[config.mk]
export PLATFORM = sky130hd
export DESIGN_NAME = pipe_stage_buf
export DESIGN_NICKNAME = d
export VERILOG_FILES = /design/src/rtl/pipe_stage_buf.sv
export SDC_FILE = /design/constraint.sdc
export NUM_CORES = 1
export LEC_CHECK = 0
export CORE_MARGIN = 2
export CORE_UTILIZATION = 30
export DETAILED_ROUTE_END_ITERATION = 7
export DONT_BUFFER_PORTS = 1
export PLACE_DENSITY = 0.52
export SETUP_SLACK_MARGIN = 0.3
export SYNTH_ARGS = -nofsm -noshare
export SYNTH_HDL_FRONTEND = slang
export SYNTH_SLANG_ARGS = --single-unit
[constraint.sdc]
create_clock -name clk -period 5.7 [get_ports clk]
set_clock_uncertainty 0.05 [all_clocks]
set_input_delay 1.71 -clock clk [delete_from_list [all_inputs] [get_ports clk]]
set_output_delay 1.71 -clock clk [all_outputs]
set_load 0.03 [all_outputs]
[src/rtl/pipe_stage_buf.sv]
// pipe_stage_buf: two-entry skid buffer between pipeline stages.
// Carries a WIDTH-bit payload with valid/ready, flush and stall counter.
//
// Ports:
//   clk, rst_n         clock, async active-low reset
//   flush              squash held and incoming entries
//   in_valid/in_ready  upstream handshake, in_data payload
//   out_valid/out_ready downstream handshake, out_data head payload
//   clr_cnt            clear stall counter
//   stall_cnt          saturating count of stalled cycles

module pipe_stage_buf #(
    parameter int WIDTH = 102,
    parameter int CNT_W = 16
) (
    input  logic             clk,
    input  logic             rst_n,
    input  logic             flush,
    input  logic             in_valid,
    output logic             in_ready,
    input  logic [WIDTH-1:0] in_data,
    output logic             out_valid,
    input  logic             out_ready,
    output logic [WIDTH-1:0] out_data,
    input  logic             clr_cnt,
    output logic [CNT_W-1:0] stall_cnt
);

    typedef enum logic [1:0] {
        EMPTY = 2'd0,
        ONE   = 2'd1,
        FULL  = 2'd2
    } state_t;

    state_t           state_q, state_d;
    logic [WIDTH-1:0] m_q, m_d;
    logic [WIDTH-1:0] s_q, s_d;
    logic [CNT_W-1:0] cnt_q, cnt_d;
    logic             in_fire;
    logic             out_fire;

    assign out_valid = (state_q != EMPTY);
    assign in_ready  = (state_q != FULL);
    assign out_data  = m_q;
    assign stall_cnt = cnt_q;

    assign in_fire  = in_valid && in_ready;
    assign out_fire = out_valid && out_ready;

    always_comb begin
        state_d = state_q;
        m_d     = m_q;
        s_d     = s_q;
        unique case (state_q)
            EMPTY: begin
                if (in_fire) begin
                    state_d = ONE;
                    m_d     = in_data;
                end
            end
            ONE: begin
                if (in_fire && out_fire) begin
                    m_d = in_data;
                end else if (in_fire) begin
                    state_d = FULL;
                    s_d     = in_data;
                end else if (out_fire) begin
                    state_d = EMPTY;
                end
            end
            FULL: begin
                if (out_fire) begin
                    state_d = ONE;
                    m_d     = s_q;
                end
            end
            default: state_d = EMPTY;
        endcase
        // Storage is don't-care once invalid, so flush only drops state.
        if (flush) begin
            state_d = EMPTY;
            m_d     = m_q;
            s_d     = s_q;
        end
    end

    always_comb begin
        cnt_d = cnt_q;
        if (clr_cnt) begin
            cnt_d = '0;
        end else if (out_valid && !out_ready && (cnt_q != '1)) begin
            cnt_d = cnt_q + 1'b1;
        end
    end

    always_ff @(posedge clk or negedge rst_n) begin
        if (!rst_n) begin
            state_q <= EMPTY;
            m_q     <= '0;
            s_q     <= '0;
            cnt_q   <= '0;
        end else begin
            state_q <= state_d;
            m_q     <= m_d;
            s_q     <= s_d;
            cnt_q   <= cnt_d;
        end
    end

endmodule

# ---- Yosys cells after proc, flatten, opt, wreduce, memory -nomap -nowiden
# Index checks and enable logic that the tools add are counted.
dict set report totals {
  ff_bits 222
  latch_bits 0
  ramBits 0
  mem_bits_ro 0
  in_bits 108
  out_inout_bits 120
  mem_count 0
}
dict set report classes {
  n_addsub 1
  mul 0
  div 0
  order_cmp 0
  eq_ne 11
  shifts 0
  mux 13
  bitwise 2
  reduce_logical 13
}
# op n
set op_table {}
lappend op_table {{$mux 102} 3}
lappend op_table {{$pmux 102 s3} 1}
lappend op_table {{$mux 16} 2}
lappend op_table {{$add 16x1->16 const B} 1}
lappend op_table {{$ne 16x16->1 const B} 1}
lappend op_table {{$mux 2} 6}
lappend op_table {{$ne 3x3->1 const B} 3}
lappend op_table {{$ne 2x2->1 const B} 4}
lappend op_table {{$reduce_and 4->1} 2}
lappend op_table {{$pmux 2 s3} 1}
lappend op_table {{$logic_and 1x1->1} 5}
lappend op_table {{$reduce_and 5->1} 1}
lappend op_table {{$ne 4x4->1 const B} 1}
lappend op_table {{$reduce_bool 2->1} 2}
lappend op_table {{$reduce_bool 3->1} 1}
lappend op_table {{$eq 2x1->1 const B} 1}
lappend op_table {{$eq 2x2->1 const B} 1}
lappend op_table {{$logic_not 2->1} 1}
lappend op_table {{$not 1->1} 2}
lappend op_table {{$logic_not 1->1} 1}

# ---- Depth between registers and ports, before layout
# Gate-level depths: netlist (run 1).
dict set report depth {
  ltp_word 7
  ltp_mapped 6
  ltp_nobuf 5
}

# ---- Worst setup path before layout (run 1)
# OpenSTA, ideal clock, no wires.
dict set report synth_path {
  path_type {input -> register}
  from {in out_ready}
  to {reg cnt_q[11] (netlist: stall_cnt[11])}
  t_arrival_ns 3.149
  path_slack_ns 2.423
  stages 5
  path_buffers 1
  path_cell_list {o21bai_2 > or4_1 > clkbuf_2 > or4_1 > a21oi_1}
}
dict set report synth_via {
  elab_chain_len 4
}
# element line
set synth_lines {}
lappend synth_lines {{from (decl)} 23} ;# input logic out_ready,
lappend synth_lines {{$logic_not 1->1} 91} ;# end else if (out_valid && !out_ready && (cnt_q != '1)) begin
lappend synth_lines {{$logic_and 1x1->1 (2 in a row)} 91}
lappend synth_lines {{$reduce_bool 2->1 (no line)} -}
lappend synth_lines {{to (signal assigned)} 106} ;# cnt_q <= cnt_d;
lappend synth_lines {{to (decl)} 38} ;# logic [CNT_W-1:0] cnt_q, cnt_d;
# Every way passes these cells.
# A chain may end at the register's enable or synchronous reset.

# ---- Worst setup path after layout (run 1)
dict set report layout_path {
  from {reg state_q[1]}
  to {out in_ready}
}
dict set report layout_via {
  elab_chain_len 1
}
# element line
set layout_lines {}
lappend layout_lines {{from (decl)} 35} ;# state_t state_q, state_d;
lappend layout_lines {{from (signal assigned)} 103} ;# state_q <= state_d;
lappend layout_lines {{$ne 2x2->1} 43} ;# assign in_ready = (state_q != FULL);
lappend layout_lines {{to (decl)} 20} ;# output logic in_ready,
# Every way passes these cells.

==> summary.txt, run 1 <==
Run status
  • Outcome: finished, final reports clean

Synth
  • Commonest cells in the synthesized netlist: sky130_fd_sc_hd__mux2_2, sky130_fd_sc_hd__dfrtp_1, sky130_fd_sc_hd__buf_2, sky130_fd_sc_hd__a21oi_1, sky130_fd_sc_hd__clkbuf_1
  • Fraction of the yosys area taken by sequential cells: 56.7%
  • Library cell with the highest instance count after synthesis: sky130_fd_sc_hd__mux2_2
  • Ys async rst share: 100%
  • Syn Nets: 776
  • Number of flops mapped to enable cells by yosys: 0
  • Syn avg cell area: 14.7 um2
  • Predominant post-synthesis flop cell: sky130_fd_sc_hd__dfrtp_1
  • Post-synthesis cell count: 667
  • Leading post-synthesis cells by cell area: sky130_fd_sc_hd__dfrtp_1, sky130_fd_sc_hd__mux2_2, sky130_fd_sc_hd__buf_2
  • Register bit count reported by yosys: 222
  • Cell taking the most area after synthesis: sky130_fd_sc_hd__dfrtp_1
  • Share of the synthesized area in the top cell type: 56.7%
  • Synthesized area: 9790 um2
  • Post-synth cell types: 35
  • Ys Warns: 0

Clock tree
  • Total setup buffers inserted after CTS: 0
  • Clock tree from TritonCTS: done
  • Clock sink count: 222
  • Post-CTS resize count: 0
  • Number of H-tree levels: 1
  • TritonCTS Buffers: 27
  • Root buffer selected by CTS: sky130_fd_sc_hd__clkbuf_16
  • Clk pin slew, worst setup/hold paths: 0.06 ns
  • Hold bufs inserted after CTS: 0
  • Number of buffers on the longest clock path: 3
  • Clock insertion delay at the later pin of the skew report: 0.53 ns

Floorplanning
  • Die ar.: 34,100 um2
  • I/O pin count: 228
  • Number of placement rows: 66
  • Overall die height: 185 um
  • Area of the core: 32,400 um2
  • Width of the chip: 185 um
  • Initial Utilization: 30.3%

Cells and area
  • NumNets Final: 774
  • Cell Count, Final, Fillers Out: 1,125
  • Total inserted antenna cells: 0
  • Area of all placed cells without fillers: 11,100 um2
  • Proportion of layout cells with a drive suffix above 1: 53.4%
  • Area growth from synthesis to layout: 13.1%
  • Filler instances: 3,173

Critical path
  • CP Data Required Time: 3.94 ns
  • CP max FO: 8
  • Crit. Startpoint: state_q[1]
  • Crit path arrival time: 1.45 ns
  • Crit start category: flop
  • Kind of end point of the critical path: output pin
  • Origin of the critical flop-to-flop path: state_q[1]
  • Category of the critical setup timing path: flop to output pin

Timing
  • Total of endpoints with negative setup slack in the final report: 0
  • Relative max-transition margin: 24.4%
  • Pin slew with the least headroom to its limit: 1.13 ns
  • Final-report max-slew violation count: 0
  • Share of the clock period used by the worst path after layout: 56.2%
  • Setup TNS: 0 ns
  • Clock period minus worst slack: 3.21 ns
  • Number of endpoints with negative hold slack in the final report: 0
  • Fmax achieved: 312 MHz
  • Final worst hold slack: 0.452 ns
  • RSZ-0062 raised after global routing: false

Worst hold path
  • Min-delay src: s_q[9]
  • Worst hold path type: flop to flop

GRT
  • Wire length of the first global-routing pass: 34.9 mm
  • Total routing usage reported by global routing: 12.9%
  • Via count of the first global-routing pass: 6,166
  • Global Route met1 Usage: 14.4%
  • Grt met3 use: 5.22%
  • Antenna violations before repair: 1
  • Pin count of the biggest net entering global routing: 223
  • GRT Max-Usage Layer: met2
  • Grt ovf: 0
  • Met2 track utilization from global routing: 22.5%

Routing
  • DR vias/cell: 4.89
  • Drt total wl: 22.2 mm
  • Initial DRC Count: 219
  • Number of remaining DRC errors: 0
  • Count of TritonRoute iterations in the first routing pass: 4
  • Drt wl/cell: 19.7 um
  • Remaining antenna violation count: 0
  • Via count: 5,496

Power and ir drop
  • Pwr per Cell Area: 408 nW/um2
  • Leakage: 4.45 nW
  • Design Power: 4.52 mW
  • Worst-case vdd ir drop: 0.193 mV

Placed design
  • Cell Area, Placed: 10,300 um2
  • Placed Instances: 1,078
  • DPL Wire Length: 14.5 mm
  • Final GP Congestion: 0.787
  • Number of buffers inserted by port buffering: 0

Flow run
  • Max cap viols: 0
## cell usage in the layout (no fill, tap or decap), types with 5 or more instances in the layout
cell                        synthesis  routed
sky130_fd_sc_hd__and3_1             5       5
sky130_fd_sc_hd__dfrtp_1          222     222
sky130_fd_sc_hd__buf_4              0       7
sky130_fd_sc_hd__nand4_1            5       5
sky130_fd_sc_hd__clkbuf_16          0      27
sky130_fd_sc_hd__o31ai_1            9       9
sky130_fd_sc_hd__or4_1             10      10
sky130_fd_sc_hd__mux2_2           308     308
sky130_fd_sc_hd__a21oi_1           16      15
sky130_fd_sc_hd__nand3_1            5       5
sky130_fd_sc_hd__nand2_1           11      11
sky130_fd_sc_hd__clkbuf_1          13       7
sky130_fd_sc_hd__clkbuf_8           0       6
## flip-flops by register name, summed over array words and instances (netlist names)
name,flops
s_q,102
state_q,2
out_data,102
stall_cnt,16
## layout make-up
class / count / area [um2] / area share (%)
clock buffer: 40 / 785 / 7.08
clock inverter: 7 / 45.0 / 0.407
inverter: 3 / 11.3 / 0.102
multi-input combinational: 404 / 4080 / 36.8
sequential: 222 / 5560 / 50.1
tap: 442 / 553 / 4.99
timing repair buffer: 7 / 52.6 / 0.474
## worst paths after layout
check / endpoint / slack [ns] / cells past startpoint
max: in_ready / 2.49 / 2
min: s_q[9] / 0.45 / 1
max reg2reg: out_data[72] / 2.77 / 5
min reg2reg: s_q[9] / 0.45 / 1
max in group asynchronous: out_data[32] / 4.35 / 0
min in group asynchronous: out_data[54] / 0.83 / 0
## routing by layer
metal  vias to the layer above  wire (um)
met3                        34       2170
met1                      2866       8130
li1                       2431          -
met5                         -         14
met4                         2        598
met2                       163      11200
## metrics by stage
step	util (%)	setup WS, ns
after global routing	34.2	2.38
after CTS	34.2	2.45
after global placement	31.7	2.25
final	34.2	2.49
after floorplan	-	2.42
after detailed placement	31.7	2.16
## worst max-delay path, cell delays in order (launching register included)
cell and delay, ns:
sky130_fd_sc_hd__dfrtp_1 0.47, sky130_fd_sc_hd__nor2b_4 0.25, sky130_fd_sc_hd__inv_1 0.20
## report_power, final
group	total, mW	switching [mW]	internal [mW]
registers	2.46	0.532	1.93
logic	0.461	0.139	0.322
clock network	1.59	0.649	0.945
total	4.52	1.32	3.20
## logic make-up (layout without fill, tap and decap cells)
family	after synthesis	count (layout)	synth area share [%]
mux	308	308	35.4
fa+ha+maj	1	1	0.128
buf+inv	41	57	1.88
simple gates	60	60	3.62
flops	222	222	56.7
compound gates	35	35	2.25
(Power assumes the default switching activity.)
==> run 2, diff against run 1 <==
Clock period 5.7 ns to 3 ns, I/O delays scaled along.
==> run 2 against run 1 <==
  * Sequential power grew 90%
  * Clock-buffer cell count shrank 1
  * Via count up 1.1%
  * Combinational power is 110% higher
  * Power up 98%
  * Flip-flop and latch count unchanged
  * First-iteration DRC count fell by 29%
  * Critical path depth stayed put
  * Worst setup slack worse by 2.0 ns
  * Routed wire length is 2.5% higher
  * Critical endpoint unchanged
==> summary.txt, run 2 (synthesis gave the netlist of run 1 again) <==
Run status
  • Outcome: finished, final reports clean (unchanged)

Routing
  • Number of remaining DRC errors: 0 (unchanged)
  • Remaining antenna violation count: 0 (unchanged)
  • Drt total wl: 22.7 mm (was 22.2 mm)
  • Count of TritonRoute iterations in the first routing pass: 4 (unchanged)
  • Initial DRC Count: 155 (was 219)
  • DR vias/cell: 4.91 (was 4.89)
  • Via count: 5,557 (was 5,496)
  • Drt wl/cell: 20.1 um (was 19.7 um)

Clock tree
  • Clock tree from TritonCTS: done (unchanged)
  • Number of H-tree levels: 1 (unchanged)
  • Clk pin slew, worst setup/hold paths: 0.05 ns (was 0.06 ns)
  • Post-CTS resize count: 0 (unchanged)
  • TritonCTS Buffers: 26 (was 27)
  • Clock insertion delay at the later pin of the skew report: 0.52 ns (was 0.53 ns)
  • Root buffer selected by CTS: sky130_fd_sc_hd__clkbuf_16 (unchanged)
  • Clock sink count: 222 (unchanged)
  • Number of buffers on the longest clock path: 3 (unchanged)

Floorplanning
  • Initial Utilization: 30.3% (unchanged)
  • I/O pin count: 228 (unchanged)
  • Area of the core: 32,400 um2 (unchanged)
  • Overall die height: 185 um (unchanged)
  • Width of the chip: 185 um (unchanged)
  • Number of placement rows: 66 (unchanged)
  • Die ar.: 34,100 um2 (unchanged)

Cells and area
  • Area taken by flip-flops and latches: 5560 um2 (unchanged)
  • Total area of multi-input combinational cells: 4080 um2 (unchanged)
  • Area growth from synthesis to layout: 15.9% (was 13.1%)
  • NumNets Final: 779 (was 774)
  • Final design utilization: 35.1% (was 34.2%)
  • Cell Count, Final, Fillers Out: 1,131 (was 1,125)
  • Most common cell after layout, fill and taps aside: sky130_fd_sc_hd__mux2_2 (unchanged)
  • Proportion of layout cells with a drive suffix above 1: 54.3% (was 53.4%)
  • Filler instances: 3,143 (was 3,173)
  • Total inserted antenna cells: 0 (unchanged)
  • Commonest cells after routing, fill and taps aside: sky130_fd_sc_hd__mux2_2, sky130_fd_sc_hd__dfrtp_1, sky130_fd_sc_hd__clkbuf_16, sky130_fd_sc_hd__a21oi_1, sky130_fd_sc_hd__nand2_1 (unchanged)

Timing
  • Fin worst setup slack: 0.528 ns (was 2.49 ns)
  • Setup TNS: 0 ns (unchanged)
  • Final-report max-slew violation count: 0 (unchanged)
  • Share of the clock period used by the worst path after layout: 82.4%
  • Final worst hold slack: 0.163 ns (was 0.452 ns)
  • Number of endpoints with negative hold slack in the final report: 0 (unchanged)
  • Pin slew with the least headroom to its limit: 0.555 ns (was 1.13 ns)
  • Relative max-transition margin: 63.0% (was 24.4%)
  • Fmax achieved: 404 MHz
  • RSZ-0062 raised after global routing: false (unchanged)
  • Total of endpoints with negative setup slack in the final report: 0 (unchanged)
  • Clock period minus worst slack: 2.47 ns

Critical path
  • Crit path arrival time: 1.52 ns (was 1.45 ns)
  • Cell Chain, Critical Path: nor2b_4 -> inv_1 (unchanged)
  • Standard cell with the maximum stage delay on the critical path: sky130_fd_sc_hd__dfrtp_1 (unchanged)
  • CP peak stage delay: 0.46 ns (was 0.47 ns)
  • Number of buffer and inverter stages on the critical path: 1 (unchanged)
  • CP Data Required Time: 2.05 ns (was 3.94 ns)
  • Kind of end point of the critical path: output pin (unchanged)
  • Dominant delay contributor by cell family on the critical path: flip-flops (unchanged)
  • Crit start category: flop (unchanged)
  • CP max FO: 8 (unchanged)
  • Category of the critical setup timing path: flop to output pin (unchanged)

GRT
  • Antenna violations before repair: 1 (unchanged)
  • Total routing usage reported by global routing: 13.1% (was 12.9%)
  • Wire length of the first global-routing pass: 35.0 mm (was 34.9 mm)
  • Via count of the first global-routing pass: 6,081 (was 6,166)
  • Grt ovf: 0 (unchanged)
  • Pin count of the biggest net entering global routing: 76 (was 223)

Power and ir drop
  • Part of the power in the clock network: 37.0% (was 35.3%)
  • Internal power summed over all cells: 6.39 mW (was 3.20 mW)
  • Leakage: 4.56 nW (was 4.45 nW)
  • Proportion of power drawn by combinational gates: 10.7% (was 10.2%)
  • Sequential share of power: 52.3% (was 54.5%)
  • Proportion of total power due to net switching: 28.6% (was 29.2%)
  • Net Switching: 2.56 mW (was 1.32 mW)
  • Worst-case vdd ir drop: 0.417 mV (was 0.193 mV)
  • Pwr per Cell Area: 789 nW/um2 (was 408 nW/um2)

Placed design
  • Number of buffers inserted by port buffering: 0 (unchanged)
  • DPL Wire Length: 14.6 mm (was 14.5 mm)
  • Final GP Congestion: 0.795 (was 0.787)
  • Placed Instances: 1,080 (was 1,078)
  • Setup Slack @ Placement: 0.379 ns (was 2.16 ns)

Worst hold path
  • Worst hold path type: input port to async pin (was flop to flop)

Flow run
  • Max cap viols: 0 (unchanged)
run 2: cell count changes in the layout (fill, tap and decap cells not counted), moves of 3 or more:
| cell | change |
|---|---|
| sky130_fd_sc_hd__clkbuf_1 | -3 |
| sky130_fd_sc_hd__bufinv_16 | +3 |
| sky130_fd_sc_hd__buf_12 | +4 |
| sky130_fd_sc_hd__buf_16 | +4 |
run 2: power by group through the flow:
stage               clock (mW)  combinational, mW  sequential (mW)
floorplan                    0              0.784             4.56
global placement             0              0.838             4.70
detailed placement           0              0.901             4.74
CTS                       3.44              0.983             4.69
global route              3.58               1.06             4.76
finish                    3.32              0.958             4.68
run 2: final cells by class:
type	instances	share of cell area, %
clock inverter	8	1.09
clock buffer	39	7.05
timing repair buffer	13	2.01
multi-input combinational	404	35.9
sequential	222	48.9
inverter	3	0.0992
tap	442	4.87
run 2: path summary, 6_finish.rpt:
kind / startpoint / slack, ns / cells past startpoint / to
min in group clk: flush / 0.38 / 1 / state_q[0]
max in group asynchronous: rst_n / 2.36 / 1 / s_q[25]
hold / removal: rst_n / 0.16 / 1 / out_data[94]
hold reg to reg: s_q[85] / 0.45 / 1 / s_q[85]
setup / recovery: state_q[1] / 0.53 / 2 / in_ready
setup reg to reg: stall_cnt[2] / 0.70 / 4 / stall_cnt[11]
run 2: repair_timing:
item	in CTS	in global routing
setup buffers	0	0
hold buffers	4	0
endpoints found under the hold margin	44	0
run 2: stage by stage:
| stage | power (mW) | cell area [um2] |
|---|---|---|
| 5_1_grt | 9.40 | 11400 |
| 2_1_floorplan | 5.34 | 9790 |
| 3_3_place_gp | 5.54 | 10300 |
| 6_report | 8.95 | 11400 |
| 3_5_place_dp | 5.64 | 10300 |
| 4_1_cts | 9.12 | 11400 |
run 2: metal layers:
metal	vias to the layer above	global-route usage, %	routed length, um
met3	48	5.14	2200
met4	2	4.63	651
met2	180	23.5	11600
met1	2884	14.0	8230
li1	2443	-	-
met5	-	0	12
==> run 3, diff against run 2 <==
Clock period 3 ns to 2.5 ns, I/O delays scaled along.
==> run 3 against run 2 <==
  * The flow now finishes with violations (hold timing)
  * Cell count grew 2.0%
  * Clock-buffer cell count is the same
  * Global-route usage shrank 0.24 points
  * Die area is the same
  * Non-clock buffer count grew 26
  * Combinational power grew 16%
  * Worst setup slack lost 0.24 ns
  * First-iteration DRC count grew 90%
  * Register-to-register slack lost 0.37 ns
  * Critical path type unchanged
  * Critical endpoint unchanged
  * Largest power group unchanged
==> summary.txt, run 3 (synthesis gave the netlist of run 1 again) <==
Clock tree
  • Clock sink count: 222 (unchanged)
  • TritonCTS Buffers: 26 (unchanged)
  • Clock insertion delay at the later pin of the skew report: 0.52 ns (about the same)
  • Number of buffers on the longest clock path: 3 (unchanged)
  • Number of H-tree levels: 1 (unchanged)
  • Clk pin slew, worst setup/hold paths: 0.06 ns (was 0.05 ns)
  • Clock tree from TritonCTS: done (unchanged)
  • Root buffer selected by CTS: sky130_fd_sc_hd__clkbuf_16 (unchanged)

Critical path
  • CP peak stage delay: 0.44 ns (was 0.46 ns)
  • Category of the critical setup timing path: flop to output pin (unchanged)
  • Dominant delay contributor by cell family on the critical path: flip-flops (unchanged)
  • FF-to-FF End: s_q[24] (was stall_cnt[11])
  • Minimum setup slack among reg-to-reg paths: 0.33 ns (was 0.70 ns)
  • Origin of the critical flop-to-flop path: state_q[1] (was stall_cnt[2])
  • Logic depth of the worst path, buffers included: 3 (was 2)
  • Cell Chain, Critical Path: nor2b_4 -> buf_12 -> clkinvlp_4 (was nor2b_4 -> inv_1)
  • CP max FO: 3 (was 8)
  • Number of buffer and inverter stages on the critical path: 2 (was 1)
  • Crit start category: flop (unchanged)
  • Crit path arrival time: 1.42 ns (was 1.52 ns)
  • CP Data Required Time: 1.70 ns (was 2.05 ns)
  • Cells on worst reg2reg path: 7 (was 4)
  • Kind of end point of the critical path: output pin (unchanged)
  • Standard cell with the maximum stage delay on the critical path: sky130_fd_sc_hd__dfrtp_2 (was sky130_fd_sc_hd__dfrtp_1)

Power and ir drop
  • Pwr per Cell Area: 902 nW/um2 (was 789 nW/um2)
  • Leakage: 4.65 nW (was 4.56 nW)
  • Net Switching: 3.01 mW (was 2.56 mW)
  • Sequential share of power: 54.1% (was 52.3%)
  • Part of the power in the clock network: 35.2% (was 37.0%)
  • Proportion of total power due to net switching: 29.0% (was 28.6%)
  • Worst-case vdd ir drop: 0.480 mV (was 0.417 mV)
  • Internal power summed over all cells: 7.35 mW (was 6.39 mW)
  • Proportion of power drawn by combinational gates: 10.7% (about the same)

Timing
  • Relative max-transition margin: 60.9% (was 63.0%)
  • Number of endpoints with negative hold slack in the final report: 216 (was 0)
  • Final-report max-slew violation count: 0 (unchanged)
  • Fmax achieved: 451 MHz
  • Pin slew with the least headroom to its limit: 0.587 ns (was 0.555 ns)
  • Setup TNS: 0 ns (unchanged)
  • Final worst hold slack: -0.129 ns (was 0.163 ns)
  • Total of endpoints with negative setup slack in the final report: 0 (unchanged)
  • RSZ-0062 raised after global routing: true (was false)
  • Share of the clock period used by the worst path after layout: 88.7%
  • Clock period minus worst slack: 2.22 ns

Routing
  • Via count: 5,661 (was 5,557)
  • Drt total wl: 23.5 mm (was 22.7 mm)
  • Remaining antenna violation count: 0 (unchanged)
  • Drt wl/cell: 20.4 um (was 20.1 um)
  • Initial DRC Count: 295 (was 155)
  • Number of remaining DRC errors: 0 (unchanged)
  • DR vias/cell: 4.91 (about the same)
  • Count of TritonRoute iterations in the first routing pass: 4 (unchanged)

Cells and area
  • Total inserted antenna cells: 0 (unchanged)
  • NumNets Final: 805 (was 779)
  • Area growth from synthesis to layout: 17.3% (was 15.9%)
  • Commonest cells after routing, fill and taps aside: sky130_fd_sc_hd__mux2_2, sky130_fd_sc_hd__dfrtp_1, sky130_fd_sc_hd__clkbuf_16, sky130_fd_sc_hd__buf_4, sky130_fd_sc_hd__a21oi_1 (was sky130_fd_sc_hd__mux2_2, sky130_fd_sc_hd__dfrtp_1, sky130_fd_sc_hd__clkbuf_16, sky130_fd_sc_hd__a21oi_1, sky130_fd_sc_hd__nand2_1)
  • Proportion of layout cells with a drive suffix above 1: 56.0% (was 54.3%)
  • Most common cell after layout, fill and taps aside: sky130_fd_sc_hd__mux2_2 (unchanged)

Flow run
  • Max cap viols: 0 (unchanged)

Floorplanning
  • I/O pin count: 228 (unchanged)
  • Die ar.: 34,100 um2 (unchanged)
  • Initial Utilization: 30.3% (unchanged)
  • Number of placement rows: 66 (unchanged)
  • Width of the chip: 185 um (unchanged)
  • Overall die height: 185 um (unchanged)
  • Area of the core: 32,400 um2 (unchanged)

GRT
  • Total routing usage reported by global routing: 12.9% (was 13.1%)
  • Wire length of the first global-routing pass: 34.7 mm (was 35.0 mm)
  • Grt ovf: 0 (unchanged)
  • Pin count of the biggest net entering global routing: 223 (was 76)
  • Antenna violations before repair: 0 (was 1)
  • Via count of the first global-routing pass: 6,183 (was 6,081)

Worst hold path
  • Worst hold path type: input port to async pin (unchanged)

Run status
  • Violated checks: hold timing
  • Outcome: finished with violations (was finished, final reports clean)

Placed design
  • Final GP Congestion: 0.779 (was 0.795)
  • DPL Wire Length: 14.6 mm (about the same)
  • Number of buffers inserted by port buffering: 0 (unchanged)
==> run 3: changes by cell type in the layout (fill, tap and decap cells not counted), sizes merged <==
cell / change
clkbuf: +2
inv: -1
buf: +23
bufinv: -2
bufbuf: +1
==> run 3: how the worst max path moves through the flow <==
stage | from | to | slack [ns]
after detailed placement | out_ready | stall_cnt[11] | 0.21
after CTS | state_q[0] | in_ready | 0.25
final | state_q[0] | in_ready | 0.28
after global routing | state_q[0] | in_ready | 0.23
after floorplan | out_ready | stall_cnt[11] | 0.32
after global placement | out_ready | stall_cnt[9] | 0.21
==> run 3: power by group through the flow <==
stage / sequential (mW) / combinational (mW) / clock [mW]
floorplan: 5.47 / 0.941 / 0
global placement: 5.63 / 1.02 / 0
detailed placement: 5.67 / 1.09 / 0
CTS: 5.61 / 1.11 / 3.78
global route: 5.71 / 1.22 / 3.93
finish: 5.60 / 1.11 / 3.65
==> run 3: what timing repair did <==
item,CTS,global route
setup endpoints to repair,2,168
pin swaps,0,1
gates resized for setup,4,13
hold endpoints to repair,222,222
buffers inserted,6,4
cloned,1,3
==> run 3: layout make-up <==
type                       instances  area, um2
clock buffer                      39        759
clock inverter                     5       63.8
fill                            3131      20900
inverter                           3       15.0
multi-input combinational        404       4090
sequential                       222       5560
tap                              442        553
timing repair buffer              39        452
==> run 3: worst register-to-register path, delay by kind of cell (launching register included) <==
| kind | cells | cell delay (ns) |
|---|---|---|
| multiplexers | 1 | 0.43 |
| buffers and inverters | 4 | 0.73 |
| AND/OR/NAND/NOR | 2 | 0.44 |
| flip-flops | 1 | 0.41 |
==> run 3: through the flow <==
stage          setup WS (ns)  area [um2]  std cells  utilization, %  power (mW)
6_report               0.283       11500       1154            35.5        10.4
3_5_place_dp           0.209       10500       1096            32.3        6.76
2_1_floorplan          0.320        9800        667               -        6.41
3_3_place_gp           0.208       10500       1096            32.3        6.65
4_1_cts                0.246       11400       1147            35.1        10.5
5_1_grt                0.232       11500       1154            35.5        10.9
==> run 3: metal layers <==
metal | track usage, % | wire length [um]
met4 | 3.90 | 656
met5 | 0 | 0
met1 | 13.7 | 8680
met2 | 22.6 | 11600
met3 | 6.20 | 2560
